$ cat config.mk
export PLATFORM = sky130hd
export DESIGN_NAME = bcd_updown_counter
export DESIGN_NICKNAME = d
export VERILOG_FILES = /design/src/rtl/bcd_pkg.sv /design/src/rtl/bcd_digit.sv /design/src/rtl/bcd_updown_counter.sv
export SDC_FILE = /design/constraint.sdc
export NUM_CORES = 1
export LEC_CHECK = 0
export CAP_MARGIN = 20
export CORE_AREA = 3 3 53 55
export DETAILED_ROUTE_END_ITERATION = 8
export DIE_AREA = 0 0 56 58
export PLACE_DENSITY_LB_ADDON = 0.12
export SLEW_MARGIN = 5
export SYNTH_ARGS = -nofsm -noshare
export SYNTH_HDL_FRONTEND = slang
export SYNTH_SLANG_ARGS = --single-unit
$ cat constraint.sdc
create_clock -name clk -period 4.8 [get_ports clk]
set_input_delay 0.96 -clock clk [delete_from_list [all_inputs] [get_ports clk]]
set_output_delay 0.96 -clock clk [all_outputs]
set_load 0.05 [all_outputs]
$ cat src/rtl/bcd_pkg.sv
// Shared BCD digit type, limits and digit helpers.
package bcd_pkg;

  localparam logic [3:0] BCD_MAX = 4'd9;
  localparam logic [3:0] BCD_MIN = 4'd0;

  typedef logic [3:0] bcd_digit_t;

  // True when the nibble is a legal decimal digit.
  function automatic logic is_bcd(input bcd_digit_t digit);
    return (digit <= BCD_MAX);
  endfunction

  // Non-decimal nibbles become 9, so the register can never hold A..F.
  function automatic bcd_digit_t bcd_clamp(input bcd_digit_t digit);
    return is_bcd(digit) ? digit : BCD_MAX;
  endfunction

endpackage

$ cat src/rtl/bcd_digit.sv
// One decade of the up/down BCD counter.
// term flags the digit that would carry/borrow in the current direction.
module bcd_digit
  import bcd_pkg::*;
(
  input  logic       clk,
  input  logic       reset,
  input  logic       clear,
  input  logic       load,
  input  bcd_digit_t d,
  input  logic       step_in,
  input  logic       up,
  output bcd_digit_t q,
  output logic       term
);

  bcd_digit_t nxt;

  // Carry/borrow condition for the current direction.
  always_comb begin
    term = up ? (q == BCD_MAX) : (q == BCD_MIN);
  end

  // Next digit value for one step; 9 rolls to 0 going up, 0 to 9 going down.
  always_comb begin
    nxt = q;
    if (up) nxt = term ? BCD_MIN : q + 4'd1;
    else    nxt = term ? BCD_MAX : q - 4'd1;
  end

  // Digit register: reset > clear > load > step > hold.
  always_ff @(posedge clk) begin
    if (reset)        q <= BCD_MIN;
    else if (clear)   q <= BCD_MIN;
    else if (load)    q <= bcd_clamp(d);
    else if (step_in) q <= nxt;
  end

endmodule

$ cat src/rtl/bcd_updown_counter.sv
// N-decade synchronous BCD up/down counter with load, wrap/saturate,
// sticky overflow and combinational terminal count.
module bcd_updown_counter
  import bcd_pkg::*;
#(
  parameter int DIGITS   = 3,
  parameter bit SATURATE = 1'b0
) (
  input  logic                  clk,
  input  logic                  reset,
  input  logic                  clear,
  input  logic                  enable,
  input  logic                  up,
  input  logic                  load,
  input  logic [4*DIGITS-1:0]   load_value,
  output logic [4*DIGITS-1:0]   count,
  output logic                  tc,
  output logic                  overflow,
  output logic                  load_err
);

  logic [DIGITS-1:0][3:0] digs;
  logic [DIGITS-1:0][3:0] ld_digs;
  logic [DIGITS-1:0]      step_in;
  logic [DIGITS-1:0]      dig_step;
  logic [DIGITS-1:0]      term;
  logic [DIGITS-1:0]      bad;
  logic                   hold;

  assign ld_digs = load_value;
  assign count   = digs;

  // A decade steps when enabled and every lower decade is at its terminal value.
  for (genvar k = 0; k < DIGITS; k++) begin : g_chain
    if (k == 0) begin : g_first
      assign step_in[k] = enable;
    end else begin : g_rest
      assign step_in[k] = step_in[k-1] & term[k-1];
    end
    assign bad[k] = ~is_bcd(ld_digs[k]);
  end

  // Terminal count only when a plain count step would actually happen.
  assign tc   = step_in[DIGITS-1] & term[DIGITS-1] & ~load & ~clear & ~reset;
  // In saturate mode the terminal step is swallowed so every digit holds.
  assign hold = SATURATE ? tc : 1'b0;

  for (genvar k = 0; k < DIGITS; k++) begin : g_digit
    assign dig_step[k] = step_in[k] & ~hold;
    bcd_digit u_digit (
      .clk     (clk),
      .reset   (reset),
      .clear   (clear),
      .load    (load),
      .d       (ld_digs[k]),
      .step_in (dig_step[k]),
      .up      (up),
      .q       (digs[k]),
      .term    (term[k])
    );
  end

  // Sticky overflow set by any terminal step; load_err pulses on a bad load.
  always_ff @(posedge clk) begin
    if (reset || clear) begin
      overflow <= 1'b0;
      load_err <= 1'b0;
    end else if (load) begin
      overflow <= 1'b0;
      load_err <= |bad;
    end else begin
      load_err <= 1'b0;
      if (tc) overflow <= 1'b1;
    end
  end

endmodule

After elaboration in Yosys (flattened, before gate mapping)
Index checks and enable logic that the tools add are counted.

storage, ports and cells
  output and inout bits = 15
  bits of input ports = 18
  logic and storage cells = 61
  bits in registers = 14

cells by class
  add/sub/neg operators = 6
  reductions and logical operators = 11
  $lt $le $gt $ge = 3
  eq/ne operators = 3
  mux-type cells = 21
  bitwise logic cells = 12

operators by type and width
  cell                                                    count
  two-way mux 4 bit                                       18
  adder 4 x 1 -> 4 bit (second input constant)            3
  == test 4 bit (second input constant)                   3
  less-or-equal comparator 4 bit (second input constant)  3
  logical NOT 4 bit                                       3
  subtractor 4 x 1 -> 4 bit (second input constant)       3
  AND 1 bit                                               6
  NOT 1 bit                                               6
  nonzero test 2 bit                                      3
  OR reduction 2 bit                                      3
  two-way mux 1 bit                                       3
  OR reduction 3 bit                                      1
  logical OR 1 bit                                        1

Depth between registers and ports, before layout
Gate-level depths: netlist of the first run.

  word-level depth = 8
  depth in mapped cells = 6
  mapped depth without buffers = 6

By module
Synthesis of the first run repeated with hierarchy kept, for this count alone.

unflattened totals
  cell total of the unflattened synthesis = 184
  area total of the unflattened synthesis = 1348.8 um^2

modules (own cells, without submodules)
  module              sequential area each (um^2)  cells an instance  area an instance (um^2)  instances
  bcd_digit           80.1                         57                 411.6                    3
  bcd_updown_counter  40.0                         13                 113.9                    1

Worst setup path after synthesis of the first run
Ideal clock, no wire load.

  kind = input port to output port
  from = input up
  to = output tc
  path buffers = 0
  arrival time = 2253 ps
  slack = 1587 ps
  data required time = 3840 ps
  cell stages on the path = 3
  cells stage by stage = or4b_4 > a21oi_4 > o2111a_1

on the way
  cells in the longest elaborated chain, start to end = 7
  elaborated cells on any way between the ends = 9
  classes of those cells = mux: 3; bitwise: 6

RTL lines
  what                        RTL line                  text
  start, declared             bcd_updown_counter.sv:13  input logic up,
  two-way mux 1 bit           bcd_digit.sv:21           term = up ? (q == BCD_MAX) : (q == BCD_MIN);
  AND 1 bit (2 in a row)      bcd_updown_counter.sv:38  assign step_in[k] = step_in[k-1] & term[k-1];
  AND 1 bit (*) (4 in a row)  bcd_updown_counter.sv:44  assign tc = step_in[DIGITS-1] & term[DIGITS-1] & ~load & ~clear & ~reset;
  end, declared               bcd_updown_counter.sv:17  output logic tc,

Mark *: on every way between the ends. The rest lies on a longest branch, timed or not.

Final worst setup path of the first run
Same ends and word-level chain as after synthesis.

==> results by group, run 1 <==
STA
  • Fin crit share: 0.795
  • Worst slew margin: 0.607
  • Transition time of the tightest slew-check pin: 0.587 ns
  • Setup_tns: 0 ns
  • RSZ-0062 raised after global routing: false
  • Max frequency: 262 MHz
  • Tmin final: 3.82 ns
  • Final hold vios: 0
  • Final setup fails: 0
  • Final max-slew violation count: 0
  • Skew final: 0.00643 ns

Layout
  • Ratio of cells with drive above 1 in the final layout: 0.0944
  • Area occupied by multi-input gates: 875 sq um
  • # diodes: 0
  • Final Util: 0.660
  • Filler cells: 214
  • Final nets: 208
  • Register area: 280 sq um
  • Area grow syn2layout: 31.2%
  • Design Area, Final: 0.00161 sq mm

Routing
  • Via-per-instance ratio: 6.10
  • Routed len/inst: 15.5 um
  • Final wirelength: 3250 um
  • Vias post-DR: 1,280
  • DRC viols: 0
  • Initial DRT Pass Iterations: 4
  • First DRT Iteration DRCs: 46
  • Post-DRT Antenna Nets: 0

Setup path
  • Crit end category: output port
  • CP max FO: 22
  • Kind of cell adding the most delay to the critical path: buffers and inverters
  • Most frequent CP cell: buf_4
  • Crit-path cells: clkdlybuf4s50_1, buf_4, or4b_4, a21oi_4, o2111a_1, buf_4
  • Reg-to-Reg End: g_digit[1].u_digit.q[1]$_SDFFE_PP0P_
  • Crit path depth: 6
  • CP required: 3.84 ns
  • WP buf/inv: 3
  • Critical path class: in -> out
  • Critical Path AT: 2.86 ns
  • Reg-to-reg setup timing slack: 2.85 ns
  • FF-to-FF path depth: 6
  • Startpoint type of the worst setup path: input port
  • CP max stage cell: or4b_4
  • R2R Path Start: g_digit[0].u_digit.q[0]$_SDFFE_PP0P_
  • CP max stage delay: 0.55 ns

CTS
  • TritonCTS buffer count: 3
  • Setup bufs post-CTS: 0
  • Max Root-Sink Buffers: 2
  • CTS resizes: 0
  • CTS tree: done
  • H-tree lvl count: 1
  • Reg clk slew, reported paths: 0.09 ns
  • Sink Count: 14
  • Worst skew pair latency: 0.29 ns
  • CTS hold repair buffers: 0
  • Root Buffer: clkbuf_4

Yosys
  • Post-synth EDFFs: 0
  • Syn Area/Cell: 8.28 sq um
  • Post-Synthesis Cell Area: 0.00122 sq mm
  • Yosys Warn Count: 0
  • Sequential element share of the synthesized area: 0.229
  • Async set-or-reset flop fraction in the synthesized netlist: 0
  • Synth Net Count: 175
  • Synth cell types: 54
  • Synth Flop Type: dfxtp_1
  • Seq cells post-synth: 14
  • Syn Inst Count: 148

Placement
  • Gp weighted congestion: 0.919
  • I/O Buffers: 32
  • Placed Area: 0.00157 sq mm
  • Post-detail-place hpwl: 2390 um

GRT
  • Largest net degree at the start of global routing: 26
  • Initial antenna violation count: 0
  • Vias in the first global route: 1,196
  • GRT Total Usage: 0.210
  • Grt ovf: 0
  • First-pass GRT wire length: 5480 um

Floorplan
  • Die Y-Extent: 58 um
  • Core Box Area: 0.00243 sq mm
  • Die area: 0.00325 sq mm
  • Initial Util: 0.504
  • IO Count: 33
  • Placement row count: 18
  • Chip width: 56 um

Run
  • Max-Cap Viols: 0

Min path
  • HP Class: reg -> reg
  • Min-delay src: overflow$_SDFFE_PP0P_
  • Worst hold stages: 1
  • Hold EP: overflow$_SDFFE_PP0P_

Status
  • Status: finished, final reports clean

Power and ir drop
  • LEAKAGE: 0.627 nW
  • Pwr/cell area: 208 mW/mm^2
  • Total power: 334 uW
  • Max IR drop VDD: 139 uV
[power breakdown]
group	total, mW	internal [mW]	switching, mW
logic	0.114	0.0516	0.0621
registers	0.131	0.121	0.00986
clock network	0.0897	0.0462	0.0434
total	0.334	0.219	0.115
[per-stage QoR]
| step | setup WS (ns) | instances | hold slack (ns) |
|---|---|---|---|
| floorplan | 1.59 | 148 | 0.723 |
| global placement | 1.02 | 206 | 0.442 |
| detailed placement | 0.990 | 206 | 0.442 |
| CTS | 0.981 | 210 | 0.467 |
| global route | 0.912 | 210 | 0.494 |
| finish | 0.983 | 210 | 0.464 |
[how the worst max path moves through the flow]
| stage | from | endpoint | slack [ns] |
|---|---|---|---|
| after global routing | up | tc | 0.91 |
| after detailed placement | up | tc | 0.99 |
| after CTS | up | tc | 0.98 |
| after global placement | up | tc | 1.02 |
| final | up | tc | 0.98 |
| after floorplan | up | tc | 1.59 |
[flip-flops by register name, indices dropped and copies added, names as in the netlist]
register	cells
load_err	1
overflow	1
g_digit.u_digit.q	12
[layout by cell type (no fill, tap or decap), types with 2 or more instances in the layout]
master / n
nand2b_1: 3
nor3_1: 5
buf_4: 3
nor3b_1: 4
or3_1: 2
a21o_1: 2
xor2_1: 2
o21ai_0: 7
clkbuf_4: 3
mux2i_1: 4
nor2_1: 4
nand2_1: 10
a211o_1: 2
a211oi_1: 6
dfxtp_1: 14
inv_1: 12
a31oi_1: 3
ha_1: 9
nor2b_1: 3
nand3b_1: 2
xnor2_1: 7
a21oi_1: 6
and3_1: 3
clkdlybuf4s50_1: 31
a22oi_1: 2
[area by class of cell]
class                   instances  area share
inverters                      12      0.0280
well taps                      30      0.0234
flip-flops and latches         14       0.174
clock buffers                   4      0.0226
multi-input cells             116       0.544
repair buffers                 34       0.207
[layer usage]
layer	routed length, um	vias up	track usage
met4	90	0	0.108
met3	226	11	0.0423
met5	0	-	0
met1	1460	599	0.282
li1	-	617	-
met2	1470	53	0.321
[cells by family (layout without fill, tap and decap cells)]
kind of cell	count (synthesis)	after routing	synth area share
AO/OA/AOI/OAI	46	46	0.286
XOR/XNOR	9	9	0.0644
adder cells (fa/ha/maj)	9	9	0.0919
buffers and inverters	18	50	0.0572
flip-flops	14	14	0.229
multiplexers	5	5	0.0419
AND/OR/NAND/NOR	47	47	0.230
[cell usage after synthesis, types with 4 or more instances]
| cell type | instances | area, sq um |
|---|---|---|
| a211oi_1 | 6 | 45.0 |
| clkbuf_1 | 4 | 15.0 |
| ha_1 | 9 | 113 |
| a21oi_1 | 6 | 30.0 |
| xnor2_1 | 7 | 61.3 |
| dfxtp_1 | 14 | 280 |
| nand2_1 | 10 | 37.5 |
| inv_1 | 12 | 45.0 |
| o21ai_0 | 7 | 35.0 |
| nor2_1 | 4 | 15.0 |
| mux2i_1 | 4 | 40.0 |
| nor3_1 | 5 | 25.0 |
| nor3b_1 | 4 | 30.0 |
Note: power is estimated with default switching activity, not from simulation.
==> inputs of run 2 (changes only) <==
--- a/config.mk
+++ b/config.mk
@@ -6,9 +6,9 @@
 export NUM_CORES = 1
 export LEC_CHECK = 0
 export CAP_MARGIN = 20
-export CORE_AREA = 3 3 53 55
+export CORE_AREA = 3 3 55 57
 export DETAILED_ROUTE_END_ITERATION = 8
-export DIE_AREA = 0 0 56 58
+export DIE_AREA = 0 0 58 60
 export PLACE_DENSITY_LB_ADDON = 0.12
 export SLEW_MARGIN = 5
 export SYNTH_ARGS = -nofsm -noshare
==> constraint.sdc (replaced) <==
create_clock -name clk -period 3.99 [get_ports clk]
set_input_delay 0.798 -clock clk [delete_from_list [all_inputs] [get_ports clk]]
set_output_delay 0.798 -clock clk [all_outputs]
set_load 0.05 [all_outputs]
==> run 2 against run 1 <==
Against the previous run: clock skew decreased by 0.0051 ns; register-to-register slack got worse by 0.82 ns; final cell count grew 0.48%; largest cell class unchanged; setup slack worse by 0.39 ns; global-route usage decreased by 2.0 points; sequential share of layout area is 0.21 points lower; via count decreased by 2.5%.
==> results by group, run 2 (synthesis results as in run 1) <==
Layout
  • Final Util: 0.645 (-0.0157)
  • Ratio of cells with drive above 1 in the final layout: 0.0994 (+0.00500)
  • Final Non-Filler Cells: 211 (+0.48%)
  • # diodes: 0 (unchanged)
  • Top flop regs: g_digit.u_digit.q: 12 flops, load_err: 1 flops, overflow: 1 flops
  • Area grow syn2layout: 32.8%
  • Most frequent cells in the layout: clkdlybuf4s50_1 (31), dfxtp_1 (14), inv_1 (12), nand2_1 (10), ha_1 (9)
  • Register with the most flip-flops: g_digit.u_digit.q
  • Final nets: 209 (+0.48%)
  • Max reg flops: 12 (unchanged)
  • Commonest non-fill, non-tap cell in the layout: clkdlybuf4s50_1
  • Filler cells: 216 (+0.93%)

Setup path
  • CP required: 3.19 ns (-0.65 ns)
  • Critical path class: in -> out
  • Reg-to-reg setup timing slack: 2.03 ns (-0.82 ns)
  • Worst Setup SP: up
  • CP endpoint: tc
  • Critical Path AT: 2.60 ns (-0.26 ns)
  • R2R Path Start: g_digit[0].u_digit.q[0]$_SDFFE_PP0P_
  • Crit end category: output port
  • Reg-to-Reg End: g_digit[2].u_digit.q[0]$_SDFFE_PP0P_
  • CP max FO: 21 (-4.5%)
  • Startpoint type of the worst setup path: input port
  • FF-to-FF path depth: 6 (unchanged)

STA
  • Skew final: 0.00131 ns (-0.00513 ns)
  • Setup_tns: 0 ns (unchanged)
  • Fin crit share: 0.851
  • Final setup fails: 0 (unchanged)
  • Final max-slew violation count: 0 (unchanged)
  • Transition time of the tightest slew-check pin: 0.591 ns (+0.00340 ns)
  • Max frequency: 294 MHz
  • Tmin final: 3.40 ns
  • Final hold vios: 0 (unchanged)
  • Worst slew margin: 0.605 (-0.00228)
  • RSZ-0062 raised after global routing: false

Power and ir drop
  • Max IR drop VDD: 234 uV (+68%)
  • Total power: 402 uW (+20%)
  • LEAKAGE: 0.635 nW (+1.3%)
  • Pwr/cell area: 247 mW/mm^2 (+19%)

Routing
  • First DRT Iteration DRCs: 36 (-22%)
  • Post-DRT Antenna Nets: 0 (unchanged)
  • DRC viols: 0 (unchanged)
  • Routed len/inst: 14.7 um (-4.7%)
  • Via-per-instance ratio: 5.91 (-3.0%)
  • Initial DRT Pass Iterations: 4 (unchanged)
  • Vias post-DR: 1,248 (-2.5%)
  • Final wirelength: 3110 um (-4.3%)

Floorplan
  • Die Y-Extent: 60 um (+3.4%)
  • IO Count: 33 (unchanged)
  • Die area: 0.00348 sq mm (+7.1%)
  • Chip width: 58 um (+3.6%)
  • Initial Util: 0.486 (-0.0180)
  • Core Box Area: 0.00252 sq mm (+3.7%)
  • Placement row count: 18 (unchanged)

CTS
  • CTS tree: done
  • Root Buffer: clkbuf_4
  • TritonCTS buffer count: 3 (unchanged)
  • CTS hold repair buffers: 0 (unchanged)
  • H-tree lvl count: 1 (unchanged)
  • Max Root-Sink Buffers: 2 (unchanged)
  • Reg clk slew, reported paths: 0.09 ns (about the same)
  • Sink Count: 14 (unchanged)
  • CTS resizes: 0 (unchanged)
  • Worst skew pair latency: 0.29 ns (about the same)
  • Setup bufs post-CTS: 0 (unchanged)

Placement
  • Post-detail-place hpwl: 2300 um (-3.9%)
  • I/O Buffers: 32 (unchanged)
  • Placed Cells incl. Taps: 207 (+0.49%)
  • Gp weighted congestion: 0.825 (-10%)

GRT
  • Grt ovf: 0 (unchanged)
  • GRT Total Usage: 0.190 (-0.0204)
  • First-pass GRT wire length: 5150 um (-6.0%)
  • Vias in the first global route: 1,135 (-5.1%)
  • Largest net degree at the start of global routing: 26 (unchanged)
  • Initial antenna violation count: 0 (unchanged)

Run
  • Max-Cap Viols: 0 (unchanged)

Status
  • Status: finished, final reports clean

Min path
  • HP Class: reg -> reg
[run 2: changes by cell type in the layout (fill, tap and decap cells not counted)]
cell | previous run | this run
buf_12 | 0 | 1
[run 2: how the worst min path moves through the flow]
stage                                from               endpoint  cells past startpoint
CTS                 overflow$_SDFFE_PP0P_  overflow$_SDFFE_PP0P_                      1
finish              overflow$_SDFFE_PP0P_  overflow$_SDFFE_PP0P_                      1
floorplan           overflow$_SDFFE_PP0P_  overflow$_SDFFE_PP0P_                      1
global route        overflow$_SDFFE_PP0P_  overflow$_SDFFE_PP0P_                      1
global placement    overflow$_SDFFE_PP0P_  overflow$_SDFFE_PP0P_                      1
detailed placement  overflow$_SDFFE_PP0P_  overflow$_SDFFE_PP0P_                      1
[run 2: area by class of cell]
type / count / area [sq um] / share of cell area
well taps: 30 / 37.5 / 0.0231
repair buffers: 35 / 353 / 0.217
inverters: 12 / 45.0 / 0.0277
multi-input cells: 116 / 875 / 0.538
flip-flops and latches: 14 / 280 / 0.172
clock buffers: 4 / 36.3 / 0.0223
[run 2: layer usage]
metal  part of all wire  wire, um  GRT usage  vias to the layer above
met4              0.012        37     0.0596                        0
met5                  0         0          0                        -
met2               0.45      1410      0.302                       48
met1               0.47      1450      0.249                      571
met3              0.067       207     0.0518                        7
li1                   -         -          -                      622
[run 2: power breakdown]
part           switching [mW]  leakage [nW]  total, mW  internal, mW
clock                  0.0525        0.0210      0.108        0.0557
sequential             0.0118         0.114      0.158         0.146
combinational          0.0738         0.500      0.136        0.0627
total                   0.138         0.635      0.402         0.264
[run 2: worst max-delay path, cell delays in order]
cell             delay [ns]
clkdlybuf4s50_1        0.48
buf_4                  0.25
nand4b_1               0.29
a21oi_4                0.32
o2111a_1               0.30
buf_12                 0.15
[run 2: through the flow]
step / hold slack, ns / worst slack [ns] / area [sq um]
global route: 0.516 / 0.463 / 1630
finish: 0.480 / 0.594 / 1630
global placement: 0.442 / 0.656 / 1590
floorplan: 0.723 / 1.10 / 1220
CTS: 0.479 / 0.597 / 1630
detailed placement: 0.451 / 0.603 / 1590
